[src/rtl/exec_pkg.sv]
// Shared opcodes, condition-code bit positions and state encodings for the
// VeSPA execute stage.
package exec_pkg;

  localparam logic [3:0] OP_ADD  = 4'd0;
  localparam logic [3:0] OP_SUB  = 4'd1;
  localparam logic [3:0] OP_AND  = 4'd2;
  localparam logic [3:0] OP_OR   = 4'd3;
  localparam logic [3:0] OP_XOR  = 4'd4;
  localparam logic [3:0] OP_NOT  = 4'd5;
  localparam logic [3:0] OP_MOV  = 4'd6;
  localparam logic [3:0] OP_SHL  = 4'd7;
  localparam logic [3:0] OP_SHR  = 4'd8;
  localparam logic [3:0] OP_MUL  = 4'd9;
  localparam logic [3:0] OP_DIVU = 4'd10;
  localparam logic [3:0] OP_REMU = 4'd11;

  localparam int CC_C = 3;
  localparam int CC_Z = 2;
  localparam int CC_N = 1;
  localparam int CC_V = 0;

  typedef enum logic [1:0] {
    ST_IDLE,
    ST_MUL,
    ST_DIV,
    ST_DONE
  } state_t;

  typedef enum logic [1:0] {
    MD_MUL,
    MD_DIVU,
    MD_REMU
  } mdMode_t;

  function automatic logic isMulDiv(input logic [3:0] op);
    return (op == OP_MUL) || (op == OP_DIVU) || (op == OP_REMU);
  endfunction

endpackage

[src/rtl/exec_unit_mc_iter_muldiv.sv]
// Iterative shift-add multiplier and restoring divider, one bit per cycle.
// hiReg/loReg hold {product high, product low} or {remainder, quotient}.
module iter_muldiv
  import exec_pkg::*;
#(
  parameter int DATA_W = 32
) (
  input  logic              i_Clk,
  input  logic              i_Rst,
  input  logic              i_Abort,
  input  logic              i_Start,
  input  mdMode_t           i_Mode,
  input  logic [DATA_W-1:0] i_Op1,
  input  logic [DATA_W-1:0] i_Op2,
  output logic              o_Done,
  output logic [DATA_W-1:0] o_Result,
  output logic              o_HiNonZero,
  output logic              o_DivZero
);

  localparam int CNT_W = $clog2(DATA_W + 1);

  mdMode_t           mode;
  logic [CNT_W-1:0]  cnt;
  logic [DATA_W-1:0] hiReg;
  logic [DATA_W-1:0] loReg;
  logic [DATA_W-1:0] opB;

  logic [DATA_W:0]   mulSum;
  logic [DATA_W:0]   divShift;
  logic [DATA_W:0]   divDiff;

  assign mulSum   = {1'b0, hiReg} + (loReg[0] ? {1'b0, opB} : '0);
  assign divShift = {hiReg, loReg[DATA_W-1]};
  assign divDiff  = divShift - {1'b0, opB};

  // A zero divisor never borrows, so the quotient fills with ones and the
  // dividend shifts intact into the remainder without any special casing.
  // NOTE: state registers use non-blocking assignments so every register
  // samples pre-edge values regardless of statement order.
  always_ff @(posedge i_Clk or posedge i_Rst) begin
    if (i_Rst) begin
      mode  <= MD_MUL;
      cnt   <= '0;
      hiReg <= '0;
      loReg <= '0;
      opB   <= '0;
    end else if (i_Abort) begin
      cnt <= '0;
    end else if (i_Start) begin
      mode  <= i_Mode;
      cnt   <= CNT_W'(DATA_W);
      hiReg <= '0;
      loReg <= i_Op1;
      opB   <= i_Op2;
    end else if (cnt != '0) begin
      cnt <= cnt - 1'b1;
      if (mode == MD_MUL) begin
        {hiReg, loReg} <= {mulSum, loReg[DATA_W-1:1]};
      end else if (!divDiff[DATA_W]) begin
        hiReg <= divDiff[DATA_W-1:0];
        loReg <= {loReg[DATA_W-2:0], 1'b1};
      end else begin
        hiReg <= divShift[DATA_W-1:0];
        loReg <= {loReg[DATA_W-2:0], 1'b0};
      end
    end
  end

  assign o_Done      = (cnt == CNT_W'(1));
  assign o_Result    = (mode == MD_REMU) ? hiReg : loReg;
  assign o_HiNonZero = |hiReg;
  assign o_DivZero   = (opB == '0);

endmodule

[src/rtl/exec_unit_mc.sv]
// Multi-cycle execute unit: operand forwarding, single-cycle ALU, iterative
// mul/div, valid/ready handshake towards decode and MEM.
module exec_unit_mc
  import exec_pkg::*;
#(
  parameter  int DATA_W   = 32,
  parameter  int FWD_SRCS = 3,
  localparam int SEL_W    = $clog2(FWD_SRCS + 1)
) (
  input  logic                       i_Clk,
  input  logic                       i_Rst,
  input  logic                       i_Flush,
  input  logic                       i_Valid,
  output logic                       o_Ready,
  input  logic [3:0]                 i_AluCtrl,
  input  logic                       i_Op2Sel,
  input  logic                       i_UpdateCondCodes,
  input  logic [DATA_W-1:0]          i_R1Out,
  input  logic [DATA_W-1:0]          i_R2Out,
  input  logic [FWD_SRCS*DATA_W-1:0] i_FwdBus,
  input  logic [SEL_W-1:0]           i_FwdSel1,
  input  logic [SEL_W-1:0]           i_FwdSel2,
  input  logic [DATA_W-1:0]          i_Imm,
  output logic                       o_Valid,
  input  logic                       i_Ready,
  output logic [DATA_W-1:0]          o_Result,
  output logic [DATA_W-1:0]          o_Op2,
  output logic [3:0]                 o_CondCodes,
  output logic                       o_Busy
);

  localparam int SH_W = $clog2(DATA_W);

  state_t            state;
  logic              isMulLat;
  logic              uccLat;
  logic [DATA_W-1:0] op2Lat;

  logic [DATA_W-1:0] opA;
  logic [DATA_W-1:0] opTwo;
  logic [DATA_W-1:0] opB;
  logic [SH_W-1:0]   shAmt;
  logic [DATA_W-1:0] aluRes;
  logic              aluC;
  logic              aluV;

  logic              accept;
  logic              loadEn;
  logic [DATA_W-1:0] ldRes;
  logic [DATA_W-1:0] ldOp2;
  logic              ldUcc;
  logic              ldC;
  logic              ldV;
  logic [3:0]        ldCc;

  mdMode_t           mdMode;
  logic              mdStart;
  logic              mdDone;
  logic [DATA_W-1:0] mdResult;
  logic              mdHiNonZero;
  logic              mdDivZero;

  // Selects beyond the last forwarding source fall back to the register file.
  function automatic logic [DATA_W-1:0] selOperand(
    input logic [SEL_W-1:0]           sel,
    input logic [DATA_W-1:0]          regVal,
    input logic [FWD_SRCS*DATA_W-1:0] fwdBus
  );
    logic [DATA_W-1:0] val;
    val = regVal;
    for (int k = 0; k < FWD_SRCS; k++) begin
      if (int'(sel) == k + 1) val = fwdBus[k*DATA_W +: DATA_W];
    end
    return val;
  endfunction

  assign opA   = selOperand(i_FwdSel1, i_R1Out, i_FwdBus);
  assign opTwo = selOperand(i_FwdSel2, i_R2Out, i_FwdBus);
  assign opB   = i_Op2Sel ? i_Imm : opTwo;
  assign shAmt = opB[SH_W-1:0];

  // NOTE: every always_comb output gets a default first so no path can
  // leave a value unassigned and infer a latch.
  always_comb begin
    aluRes = '0;
    aluC   = 1'b0;
    aluV   = 1'b0;
    case (i_AluCtrl)
      OP_ADD: begin
        {aluC, aluRes} = {1'b0, opA} + {1'b0, opB};
        aluV = (opA[DATA_W-1] == opB[DATA_W-1]) && (aluRes[DATA_W-1] != opA[DATA_W-1]);
      end
      OP_SUB: begin
        {aluC, aluRes} = {1'b0, opA} + {1'b0, ~opB} + (DATA_W + 1)'(1);
        aluV = (opA[DATA_W-1] != opB[DATA_W-1]) && (aluRes[DATA_W-1] != opA[DATA_W-1]);
      end
      OP_AND: aluRes = opA & opB;
      OP_OR:  aluRes = opA | opB;
      OP_XOR: aluRes = opA ^ opB;
      OP_NOT: aluRes = ~opA;
      OP_MOV: aluRes = opB;
      OP_SHL: {aluC, aluRes} = {1'b0, opA} << shAmt;
      OP_SHR: {aluRes, aluC} = {opA, 1'b0} >> shAmt;
      default: aluRes = '0;
    endcase
  end

  assign o_Ready = (state == ST_IDLE) && (!o_Valid || i_Ready) && !i_Flush;
  assign o_Busy  = (state != ST_IDLE);
  assign accept  = i_Valid && o_Ready;
  assign mdStart = accept && isMulDiv(i_AluCtrl);
  assign mdMode  = (i_AluCtrl == OP_MUL)  ? MD_MUL  :
                   (i_AluCtrl == OP_DIVU) ? MD_DIVU : MD_REMU;
  assign loadEn  = !i_Flush &&
                   ((state == ST_DONE) || (accept && !isMulDiv(i_AluCtrl)));

  // Output-register payload: the finishing long op in DONE, otherwise the
  // single-cycle instruction being accepted.
  always_comb begin
    ldCc = '0;
    if (state == ST_DONE) begin
      ldRes = mdResult;
      ldOp2 = op2Lat;
      ldUcc = uccLat;
      ldC   = 1'b0;
      ldV   = isMulLat ? mdHiNonZero : mdDivZero;
    end else begin
      ldRes = aluRes;
      ldOp2 = opTwo;
      ldUcc = i_UpdateCondCodes && (i_AluCtrl <= OP_REMU);
      ldC   = aluC;
      ldV   = aluV;
    end
    ldCc[CC_C] = ldC;
    ldCc[CC_Z] = (ldRes == '0);
    ldCc[CC_N] = ldRes[DATA_W-1];
    ldCc[CC_V] = ldV;
  end

  always_ff @(posedge i_Clk or posedge i_Rst) begin
    if (i_Rst) begin
      state       <= ST_IDLE;
      isMulLat    <= 1'b0;
      uccLat      <= 1'b0;
      op2Lat      <= '0;
      o_Valid     <= 1'b0;
      o_Result    <= '0;
      o_Op2       <= '0;
      o_CondCodes <= '0;
    end else if (i_Flush) begin
      state   <= ST_IDLE;
      o_Valid <= 1'b0;
    end else begin
      if (o_Valid && i_Ready) o_Valid <= 1'b0;
      case (state)
        ST_IDLE: begin
          if (mdStart) begin
            state    <= (i_AluCtrl == OP_MUL) ? ST_MUL : ST_DIV;
            isMulLat <= (i_AluCtrl == OP_MUL);
            uccLat   <= i_UpdateCondCodes;
            op2Lat   <= opTwo;
          end
        end
        ST_MUL, ST_DIV: if (mdDone) state <= ST_DONE;
        ST_DONE:        state <= ST_IDLE;
        default:        state <= ST_IDLE;
      endcase
      if (loadEn) begin
        o_Valid  <= 1'b1;
        o_Result <= ldRes;
        o_Op2    <= ldOp2;
        if (ldUcc) o_CondCodes <= ldCc;
      end
    end
  end

  iter_muldiv #(.DATA_W(DATA_W)) u_muldiv (
    .i_Clk       (i_Clk),
    .i_Rst       (i_Rst),
    .i_Abort     (i_Flush),
    .i_Start     (mdStart),
    .i_Mode      (mdMode),
    .i_Op1       (opA),
    .i_Op2       (opB),
    .o_Done      (mdDone),
    .o_Result    (mdResult),
    .o_HiNonZero (mdHiNonZero),
    .o_DivZero   (mdDivZero)
  );

endmodule
[config.mk]
export PLATFORM = sky130hd
export DESIGN_NAME = exec_unit_mc
export DESIGN_NICKNAME = d
export VERILOG_FILES = /design/src/rtl/exec_pkg.sv /design/src/rtl/exec_unit_mc_iter_muldiv.sv /design/src/rtl/exec_unit_mc.sv
export SDC_FILE = /design/constraint.sdc
export NUM_CORES = 1
export LEC_CHECK = 0
export BUFFER_PORTS_ARGS = -buffer_cell sky130_fd_sc_hd__buf_2
export CAP_MARGIN = 10
export CORE_AREA = 2 2 250 252
export DETAILED_ROUTE_END_ITERATION = 6
export DIE_AREA = 0 0 252 254
export PLACE_DENSITY_LB_ADDON = 0.2
export SKIP_CTS_REPAIR_TIMING = 1
export SYNTH_ARGS = -nofsm -noshare
export SYNTH_HDL_FRONTEND = slang
export SYNTH_SLANG_ARGS = --single-unit
[constraint.sdc]
create_clock -name i_Clk -period 12.6 [get_ports i_Clk]
set_input_delay 1.26 -clock i_Clk [delete_from_list [all_inputs] [get_ports i_Clk]]
set_output_delay 1.26 -clock i_Clk [all_outputs]
set_load 0.005 [all_outputs]
### Yosys cells after proc, flatten, opt, wreduce, memory -nomap -nowiden

Index checks and enable logic that the tools add are counted.
W data, S select, Z words.

| word-level totals | value |
|---|---|
| bits in latches | 0 |
| memory bits (writable) | 0 |
| word-level logic and storage cells | 130 |
| register bits | 209 |
| input bits | 207 |
| ROM bits | 0 |
| output and inout port bits | 71 |
| memories | 0 |

| operators by class | value |
|---|---|
| shifts and indexed selects | 2 |
| div/mod/pow operators | 0 |
| mux-type cells | 39 |
| multiply operators | 0 |
| $lt $le $gt $ge | 1 |
| bitwise gates (word level) | 6 |
| eq/ne operators | 28 |
| reductions and logical operators | 35 |
| $add $sub $neg | 6 |

Operators with widths:

| kind | count |
|---|---|
| $mux W32 | 18 |
| $pmux W32 S9 | 1 |
| $add A32 B32 Y33 | 2 |
| $logic_not A32 Y1 | 2 |
| $not A32 Y32 | 2 |
| $add A32 B33 Y33 | 1 |
| $add A33 B1 Y33 const B | 1 |
| $shl A32 B5 Y33 | 1 |
| $shr A33 B5 Y33 | 1 |
| $sub A33 B32 Y33 | 1 |
| $and A32 B32 Y32 | 1 |
| $or A32 B32 Y32 | 1 |
| $reduce_or A32 Y1 | 1 |
| $xor A32 B32 Y32 | 1 |
| $mux W6 | 3 |
| $eq A4 B3 Y1 const B | 4 |
| $eq A4 B4 Y1 const B | 4 |
| $eq A2 B2 Y1 const B | 7 |
| $mux W2 | 6 |
| $logic_and A1 B1 Y1 | 10 |
| $eq A4 B2 Y1 const B | 2 |
| $mux W1 | 8 |
| $reduce_and A2 Y1 | 4 |
| $eq A2 B1 Y1 const B | 3 |
| other kinds (20) | 32 |

### Depth between registers and ports, before layout

Gate-level depths: netlist (run 1).

| depth | value |
|---|---|
| word-level depth | 12 |
| gate-level depth with buffers | 24 |
| mapped depth without buffers | 19 |

### Cells and area by module

A second synthesis (run 1) with hierarchy kept.

| unflattened totals | value |
|---|---|
| cells, all modules | 3187 |
| area, all modules | 24821.3 um2 |

Modules (own cells, without submodules):

| module | area an instance (um2) | cells each | instances | seq. area each (um2) |
|---|---|---|---|---|
| exec_unit_mc | 15671.3 | 2010 | 1 | 2627.5 |
| iter_muldiv | 9150.0 | 1177 | 1 | 2602.5 |

### Worst setup path after synthesis (run 1)

OpenSTA, ideal clock, no wires.

| timing path | value |
|---|---|
| kind | input to register |
| start | input i_FwdSel2[0] |
| end | register o_CondCodes[2] |
| arrival | 6.217 ns |
| buffers on the path | 5 |
| library setup time | 0.092 ns |
| stages on the path | 24 |
| path slack | 6.291 ns |
| required time | 12.508 ns |
| path through | buf_6 -> mux4_2 -> o21ai_2 -> inv_2 -> buf_6 -> buf_2 -> buf_2 -> buf_1 -> ha_1 -> inv_1 -> fa_1 -> or2_2 -> a221o_1 -> a21oi_1 -> a2111oi_0 -> nor3_1 -> nor3_1 -> a32oi_1 -> o2111ai_1 -> a221o_1 -> nand4b_1 -> nor4_2 -> nand4_1 -> o31ai_2 |

| between the ends | value |
|---|---|
| longest elaborated chain between the ends | 11 |
| elaborated cells on any way between the ends | 19 |
| those cells by class | add/sub (3); eq/ne (3); shift (2); mux (6); bitwise (4); reduce/logical (1) |

Ends and longest elaborated chain:

| item | RTL line | RTL |
|---|---|---|
| start: declaration | exec_unit_mc.sv:22 | `input logic [SEL_W-1:0] i_FwdSel2,` |
| $eq A2 B2 Y1 | exec_unit_mc.sv:72 | `if (int'(sel) == k + 1) val = fwdBus[k*DATA_W +: DATA_W];` |
| $mux W32 (2 in series) | exec_unit_mc.sv:72 |  |
| $mux W32 * | exec_unit_mc.sv:72 |  |
| $mux W32 * | exec_unit_mc.sv:79 | `assign opB = i_Op2Sel ? i_Imm : opTwo;` |
| via opB[0] | exec_unit_mc.sv:41 | `logic [DATA_W-1:0] opB;` |
| $not A32 Y32 | exec_unit_mc.sv:94 | `{aluC, aluRes} = {1'b0, opA} + {1'b0, ~opB} + (DATA_W + 1)'(1);` |
| $add A32 B32 Y33 | exec_unit_mc.sv:94 |  |
| $add A33 B1 Y33 | exec_unit_mc.sv:94 |  |
| $pmux W32 S9 * | exec_unit_mc.sv:88 | `case (i_AluCtrl)` |
| $mux W32 * | exec_unit_mc.sv:121 | `if (state == ST_DONE) begin` |
| $logic_not A32 Y1 * | exec_unit_mc.sv:135 | `ldCc[CC_Z] = (ldRes == '0);` |
| end signal: assignment | exec_unit_mc.sv:172 | `if (ldUcc) o_CondCodes <= ldCc;` |
| end: declaration | exec_unit_mc.sv:28 | `output logic [3:0] o_CondCodes,` |

The timed path passes the listed nets; every way through them passes the cells marked *.
A chain may end at the register's enable or synchronous reset.

### Final worst setup path (run 1)

| timing path | value |
|---|---|
| start | input i_FwdSel2[1] |
| end | register o_CondCodes[2] |

| between the ends | value |
|---|---|
| longest elaborated chain between the ends | 11 |
| elaborated cells on any way between the ends | 19 |
| those cells by class | add/sub (3); eq/ne (3); shift (2); mux (6); bitwise (4); reduce/logical (1) |

Ends and longest elaborated chain:

| item | RTL line |
|---|---|
| $eq A2 B2 Y1 | exec_unit_mc.sv:72 |
| $mux W32 (2 in series) | exec_unit_mc.sv:72 |
| $mux W32 * | exec_unit_mc.sv:72 |
| $mux W32 * | exec_unit_mc.sv:79 |
| $not A32 Y32 | exec_unit_mc.sv:94 |
| $add A32 B32 Y33 | exec_unit_mc.sv:94 |
| $add A33 B1 Y33 | exec_unit_mc.sv:94 |
| $pmux W32 S9 * | exec_unit_mc.sv:88 |
| $mux W32 * | exec_unit_mc.sv:121 |
| $logic_not A32 Y1 * | exec_unit_mc.sv:135 |

Mark *: on every way between the ends. The rest lies on a longest branch, timed or not.

==> flow_metrics.tcl, run 1 <==
set metrics [dict create \
    synth-seq-cells 209 \
    io_pins 278 \
    min_to "o_Result[0]" \
    drt_iter0_markers 3445 \
    cts_tree "yes" \
    layout_commonest_cell "nand2_1" \
    worstHoldStart "o_Result[0]" \
    min-delay-path-class "flip-flop to flip-flop" \
    rrSetupSlack_ns 7.74 \
    grt_pass1_wl_mm 173 \
    fin_cells 4130 \
    area_growth_pct 12.0 \
    critPathMaxFanout 58 \
    die-area_sq_um 64000 \
    gp_congestion 1.05 \
    clkTransAtPathRegs_ns 0.06 \
    syn_avg_cell_area_sq_um 7.63 \
    regToRegEndpoint "o_CondCodes[2]" \
    fmax_mhz 132 \
    synth_edf_count 0 \
    cts_root_buf "clkbuf_16" \
    critPathKind "input port to flip-flop" \
    ir_worst_vdd_uv 143 \
    port_buffers 277 \
    maxCapViolCount 0 \
    drv_slew 0 \
    dp_hpwl_mm 91.2 \
    drtAntennaViolNets 0 \
    finalCritPeriodShare_pct 59.9 \
    floorplan.core_area_sq_um 61300 \
    drc_errors 0 \
    cp_data_arrival_time_ns 8.06 \
    max_slew_margin_pct 12.6 \
    syn_inst 3175 \
    p_leak_nw 12.3 \
    rsz0062_at_grt "false" \
    die_h_um 254 \
    ys_seq_area_share_pct 21.6 \
    post_drt_wl_per_cell_um 29.0 \
    start_kind "input port" \
    endpoint_kind "flip-flop" \
    synthArstFlopShare_pct 100 \
    p_per_area_nw_per_um2 201 \
    clk_path_buf_depth 3 \
    via_per_inst 6.44 \
    drt_wl_total_mm 120 \
    grt_usage_pct 36.5 \
    synth.distinct_cells 89 \
    fin_skew_ns 0.0177 \
    syn_area_sq_um 24200 \
    cts_max_level 1 \
    drive_gt1_share_pct 15.7 \
    reg2reg_depth 16 \
    hold_depth 2 \
    setup_violations 0 \
    synth_top_flop_cell "dfrtp_1" \
    worstPathRequired_ns 13.11 \
    clk-insertion-delay-late_ns 0.61 \
    placement_rows 91 \
    hold_viol 0 \
    die-width_um 252 \
    grt_pass1_vias 25000 \
    synthesis.nets 3551 \
    antenna_found_initial 7 \
    grt-ovfl-total 0 \
    r2r_start "state[0]" \
    cts_buffers 29 \
    clkSinkCount 209 \
    period_needed_ns 7.55 \
    layout_common_cells "574 x nand2_1, 283 x a21oi_1, 277 x buf_2" \
    start_util_pct 39.5 \
    grt_max_degree 85 \
    tightestPinTransition_ns 1.27 \
    yosysWarnings 0 \
    tns_ns 0 \
    outcome "complete, no violations" \
    first_pass_iters 7 \
    final_nets 3690 \
    fillers 6386 \
    via_count 26600 \
    placedCellCount 4073 \
]
[synthesized netlist by cell type, types with 20 or more instances]
cell,number,share of area [%]
dfrtp_1,209,22
a22oi_1,29,0.90
a21oi_1,283,5.8
ha_1,165,8.5
a31oi_1,58,1.5
inv_1,150,2.3
nand2b_1,33,0.85
a21o_1,42,1.3
nor4_1,28,0.72
nand3_1,54,1.1
o21ai_0,188,3.9
buf_1,22,0.34
o221ai_1,43,1.6
buf_2,35,0.72
a211oi_1,38,1.2
o22ai_1,49,1.3
o211ai_1,28,0.87
mux4_2,64,6.0
nor3_1,53,1.1
nand2_1,575,8.9
xor2_1,21,0.76
nor2_1,224,3.5
nor2b_1,20,0.52
xnor2_1,59,2.1
and2_1,37,0.96
clkbuf_1,151,2.3
mux2i_1,184,7.6
[state kept, by name (all words and copies together) (netlist names)]
register / flops
u_muldiv.hiReg: 32
o_Result: 32
op2Lat: 32
uccLat: 1
o_Op2: 32
o_CondCodes: 4
state: 2
u_muldiv.cnt: 6
o_Valid: 1
isMulLat: 1
u_muldiv.mode: 2
u_muldiv.loReg: 32
u_muldiv.opB: 32
[cell families after synthesis]
logic type | synth area share (%)
and+or+nand+nor | 20.2
xor gates and xnor gates | 2.89
muxes | 14.5
adders and majority gates | 8.86
buffers and inverters | 6.72
AOI/OAI and AO/OA | 25.2
DFF | 21.6
[critical path: stages]
cell,delay (ns)
buf_2,0.60
mux4_2,0.44
o21ai_4,0.06
buf_4,0.38
inv_2,0.14
buf_4,0.58
ha_1,0.34
inv_1,0.08
fa_1,0.44
or2_2,0.31
a221o_1,0.33
a21oi_1,0.47
a2111oi_0,0.32
nor3_1,0.45
nor3_1,0.14
a32oi_1,0.21
o2111ai_1,0.14
a221o_1,0.40
nand4b_1,0.20
nor4_2,0.35
nand4_1,0.16
o31ai_2,0.20
[worst max-delay path by stage]
stage                           endpoint    startpoint  slack (ns)
after global routing      o_CondCodes[2]  i_FwdSel2[0]        4.60
final                     o_CondCodes[2]  i_FwdSel2[1]        5.05
after global placement    o_CondCodes[2]  i_FwdSel2[0]        4.65
after CTS                 o_CondCodes[2]  i_FwdSel2[0]        5.18
after floorplan                 isMulLat         i_Rst        5.63
after detailed placement  o_CondCodes[2]  i_FwdSel2[0]        4.58
[per-layer routing]
metal | up-vias | share of wire, % | GRT usage, %
met5 | - | 0.018 | 0
met4 | 2 | 5.9 | 18.1
met3 | 316 | 11 | 9.75
met2 | 1665 | 43 | 55.0
met1 | 12800 | 40 | 48.1
li1 | 11800 | - | -
[where the power goes]
| group | total, mW | switching (mW) | internal [mW] |
|---|---|---|---|
| logic | 3.27 | 2.01 | 1.26 |
| registers | 1.32 | 0.345 | 0.974 |
| clock network | 0.851 | 0.365 | 0.486 |
[through the flow]
step / setup WS, ns / instance area (sq um) / hold WS, ns / power, mW / util [%]
3_3_place_gp: 4.65 / 26100 / 0.459 / 4.50 / 42.7
4_1_cts: 5.18 / 27100 / 0.478 / 5.39 / 44.2
6_report: 5.05 / 27100 / 0.473 / 5.44 / 44.3
3_5_place_dp: 4.58 / 26100 / 0.463 / 4.51 / 42.7
2_1_floorplan: 5.63 / 24200 / 0.446 / 3.47 / -
5_1_grt: 4.60 / 27100 / 0.491 / 5.80 / 44.3
[area by class of cell]
class / instances / area, sq um / area share [%]
multi-input cells: 2577 / 17500 / 64.4
flip-flops and latches: 209 / 5230 / 19.3
repair buffers: 341 / 1870 / 6.89
well taps: 790 / 988 / 3.65
clock buffers: 35 / 778 / 2.87
inverters: 156 / 596 / 2.20
clock inverters: 19 / 193 / 0.711
diodes: 3 / 7.51 / 0.0277
(Power assumes the default switching activity.)
==> run 2, diff against run 1 <==
--- a/config.mk
+++ b/config.mk
@@ -5,11 +5,12 @@
 export SDC_FILE = /design/constraint.sdc
 export NUM_CORES = 1
 export LEC_CHECK = 0
+export ABC_AREA = 1
 export BUFFER_PORTS_ARGS = -buffer_cell sky130_fd_sc_hd__buf_2
 export CAP_MARGIN = 10
-export CORE_AREA = 2 2 250 252
+export CORE_AREA = 2 2 254 256
 export DETAILED_ROUTE_END_ITERATION = 6
-export DIE_AREA = 0 0 252 254
+export DIE_AREA = 0 0 256 258
 export PLACE_DENSITY_LB_ADDON = 0.2
 export SKIP_CTS_REPAIR_TIMING = 1
 export SYNTH_ARGS = -nofsm -noshare
==> constraint.sdc (replaced) <==
create_clock -name i_Clk -period 7.5 [get_ports i_Clk]
set_input_delay 0.75 -clock i_Clk [delete_from_list [all_inputs] [get_ports i_Clk]]
set_output_delay 0.75 -clock i_Clk [all_outputs]
set_load 0.005 [all_outputs]
==> run 2 against run 1 <==
  * Synthesized cell count up 33%
  * Clock power up 59%
  * Global-route usage up 5.0 points
  * Largest power group unchanged
  * Largest cell class unchanged
  * Total power up 85%
==> flow_metrics.tcl, run 2 <==
set metrics [dict create \
    outcome "complete, no violations" \
    p_switching_mw 5.55 \
    max_slew_margin_pct 3.87 \
    fillers 7156 \
    comb_power_share_pct 64.3 \
    pwr-share-seq_pct 22.3 \
    port_buffers 277 \
    grt_pass1_vias 29100 \
    layout_commonest_cell "nand2_1" \
    post_drt_wl_per_cell_um 26.9 \
    critPathTopFamily "simple AND/OR/NAND/NOR gates" \
    tns_ns 0 \
    grt_usage_pct 41.5 \
    yosysTopAreaCellShare_pct 20.9 \
    cp_data_arrival_time_ns 6.56 \
    p_clk_share_pct 13.5 \
    layout_common_cells "961 x nand2_1, 577 x nand3_1, 467 x o21ai_0" \
    syn_area_sq_um 25100 \
    worstPathRequired_ns 7.99 \
    drc_errors 0 \
    cts_buffers 27 \
    drt_iter0_markers 4247 \
    area_growth_pct 12.9 \
    synth.distinct_cells 50 \
    drt_wl_total_mm 142 \
    drtAntennaViolNets 0 \
    gp_congestion 1.06 \
    placement_rows 93 \
    ir_worst_vdd_uv 170 \
    floorplan.core_area_sq_um 63600 \
    synth_edf_count 0 \
    final_nets 4765 \
    cpPeakStageDelay_ns 0.59 \
    syn_inst 4217 \
    die-width_um 256 \
    p_per_area_nw_per_um2 356 \
    fin_skew_ns 0.0176 \
    reg2reg_depth 17 \
    holdWs_ns 0.295 \
    tightestPinTransition_ns 1.43 \
    globalRouteMet3Util_pct 8.97 \
    finalCritPeriodShare_pct 80.8 \
    grt_util_met1_pct 56.5 \
    die-area_sq_um 66000 \
    ff_latch_area_sq_um 5230 \
    yosysWarnings 0 \
    critPathKind "input port to flip-flop" \
    synth_top_flop_cell "dfrtp_1" \
    critPathBufInv 7 \
    placedCellCount 5215 \
    cp_num_cells 30 \
    die_h_um 258 \
    grt-ovfl-total 0 \
    yosys-top-cells-area "dfrtp_1 21%, nand2_1 14%, nand3_1 12%, o21ai_0 9.3%, ha_1 8.2%" \
    yosysMostFrequentCell "nand2_1" \
    cts_max_level 1 \
    p_int_mw 4.50 \
    dp_hpwl_mm 115 \
    setup_violations 0 \
    multi_input_area_sq_um 17200 \
    endpoint_kind "flip-flop" \
    p_leak_nw 14.2 \
    min-delay-path-class "input port to asynchronous set/reset pin" \
    ys_seq_area_share_pct 20.9 \
    synth-seq-cells 209 \
    grt_pass1_wl_mm 204 \
    grt.busiest_layer "met2" \
    grt_max_degree 104 \
    p_sw_share_pct 55.2 \
    clkSinkCount 209 \
    clk-insertion-delay-late_ns 0.58 \
    slowest_stage "inv_2" \
    antenna_found_initial 10 \
    hold_viol 0 \
    io_pins 278 \
    cts_tree "yes" \
    start_kind "input port" \
    cp_common_cell "nand2_1" \
    fin_cells 5268 \
    via_count 31800 \
    period_needed_ns 6.06 \
    fmax_mhz 165 \
    cts_root_buf "clkbuf_16" \
    clkTransAtPathRegs_ns 0.06 \
    first_pass_iters 7 \
    drive_gt1_share_pct 11.5 \
    maxCapViolCount 0 \
    clk_path_buf_depth 3 \
    ys_top_cells_by_count "965 x nand2_1, 577 x nand3_1, 467 x o21ai_0" \
    start_util_pct 39.4 \
    critPathMaxFanout 34 \
    synthesis.nets 4593 \
    synthArstFlopShare_pct 100 \
    gr-usage-met2_pct 62.6 \
    via_per_inst 6.04 \
    yosysTopAreaCell "dfrtp_1" \
    drv_slew 0 \
    syn_avg_cell_area_sq_um 5.94 \
    rsz0062_at_grt "false" \
]
-- run 2: cell count changes after synthesis, moves of 31 or more --
cell	delta
nand2_1	+390
and2_1	-33
nand3_1	+523
xnor2_1	-51
inv_1	+291
or2_2	+48
nor2_1	+89
nand2b_1	-33
o21ai_0	+279
a21oi_1	+99
a21o_1	-31
mux2i_1	-184
mux4_2	-64
-- run 2: path summary, 6_finish.rpt --
kind | from | end | slack [ns]
worst max-delay path | i_FwdSel2[1] | o_CondCodes[2] | 1.44
worst min-delay path | i_Rst | o_Valid | 0.29
worst max register to register | u_muldiv.loReg[0] | u_muldiv.hiReg[31] | 3.17
worst min register to register | op2Lat[24] | op2Lat[24] | 0.48
max in group asynchronous | i_Rst | u_muldiv.loReg[3] | 5.67
min in group i_Clk | i_UpdateCondCodes | uccLat | 0.40
-- run 2: metrics by stage --
stage               instance area, sq um  total power [mW]  setup WS [ns]  util [%]
floorplan                          25100              6.19           1.04         -
global placement                   27400              8.51           1.24      43.0
detailed placement                 27400              8.48           1.11      43.0
CTS                                28300              9.87           1.69      44.4
global route                       28300              10.8           1.31      44.4
finish                             28300              10.1           1.44      44.4
-- run 2: layout make-up --
| cell class | count | area share (%) |
|---|---|---|
| clock inverter | 12 | 0.513 |
| timing repair buffer | 377 | 7.60 |
| tap | 855 | 3.78 |
| sequential | 209 | 18.5 |
| clock buffer | 37 | 2.63 |
| multi-input combinational | 3322 | 60.9 |
| antenna | 4 | 0.0354 |
| inverter | 452 | 6.02 |
-- run 2: logic make-up (layout without fill, tap and decap cells) --
group | after synthesis | in the layout | share of synthesized area [%]
other cells | 0 | 4 | 0
simple gates | 2022 | 2022 | 34.8
buf+inv | 686 | 878 | 10.6
compound gates | 1094 | 1094 | 23.9
xor+xnor | 37 | 37 | 1.29
fa+ha+maj | 169 | 169 | 8.56
flops | 209 | 209 | 20.9
-- run 2: power groups by stage --
stage	clock network (mW)	logic (mW)	registers (mW)
4_1_cts	1.36	6.29	2.22
5_1_grt	1.41	7.07	2.29
2_1_floorplan	0	4.19	2.01
3_3_place_gp	0	6.29	2.22
3_5_place_dp	0	6.26	2.23
6_report	1.35	6.46	2.24
-- run 2: layer usage --
metal	routed length, um	vias to the layer above
li1	-	14600
met1	59100	15100
met2	59600	1808
met3	15100	326
met4	8040	10
met5	62	-
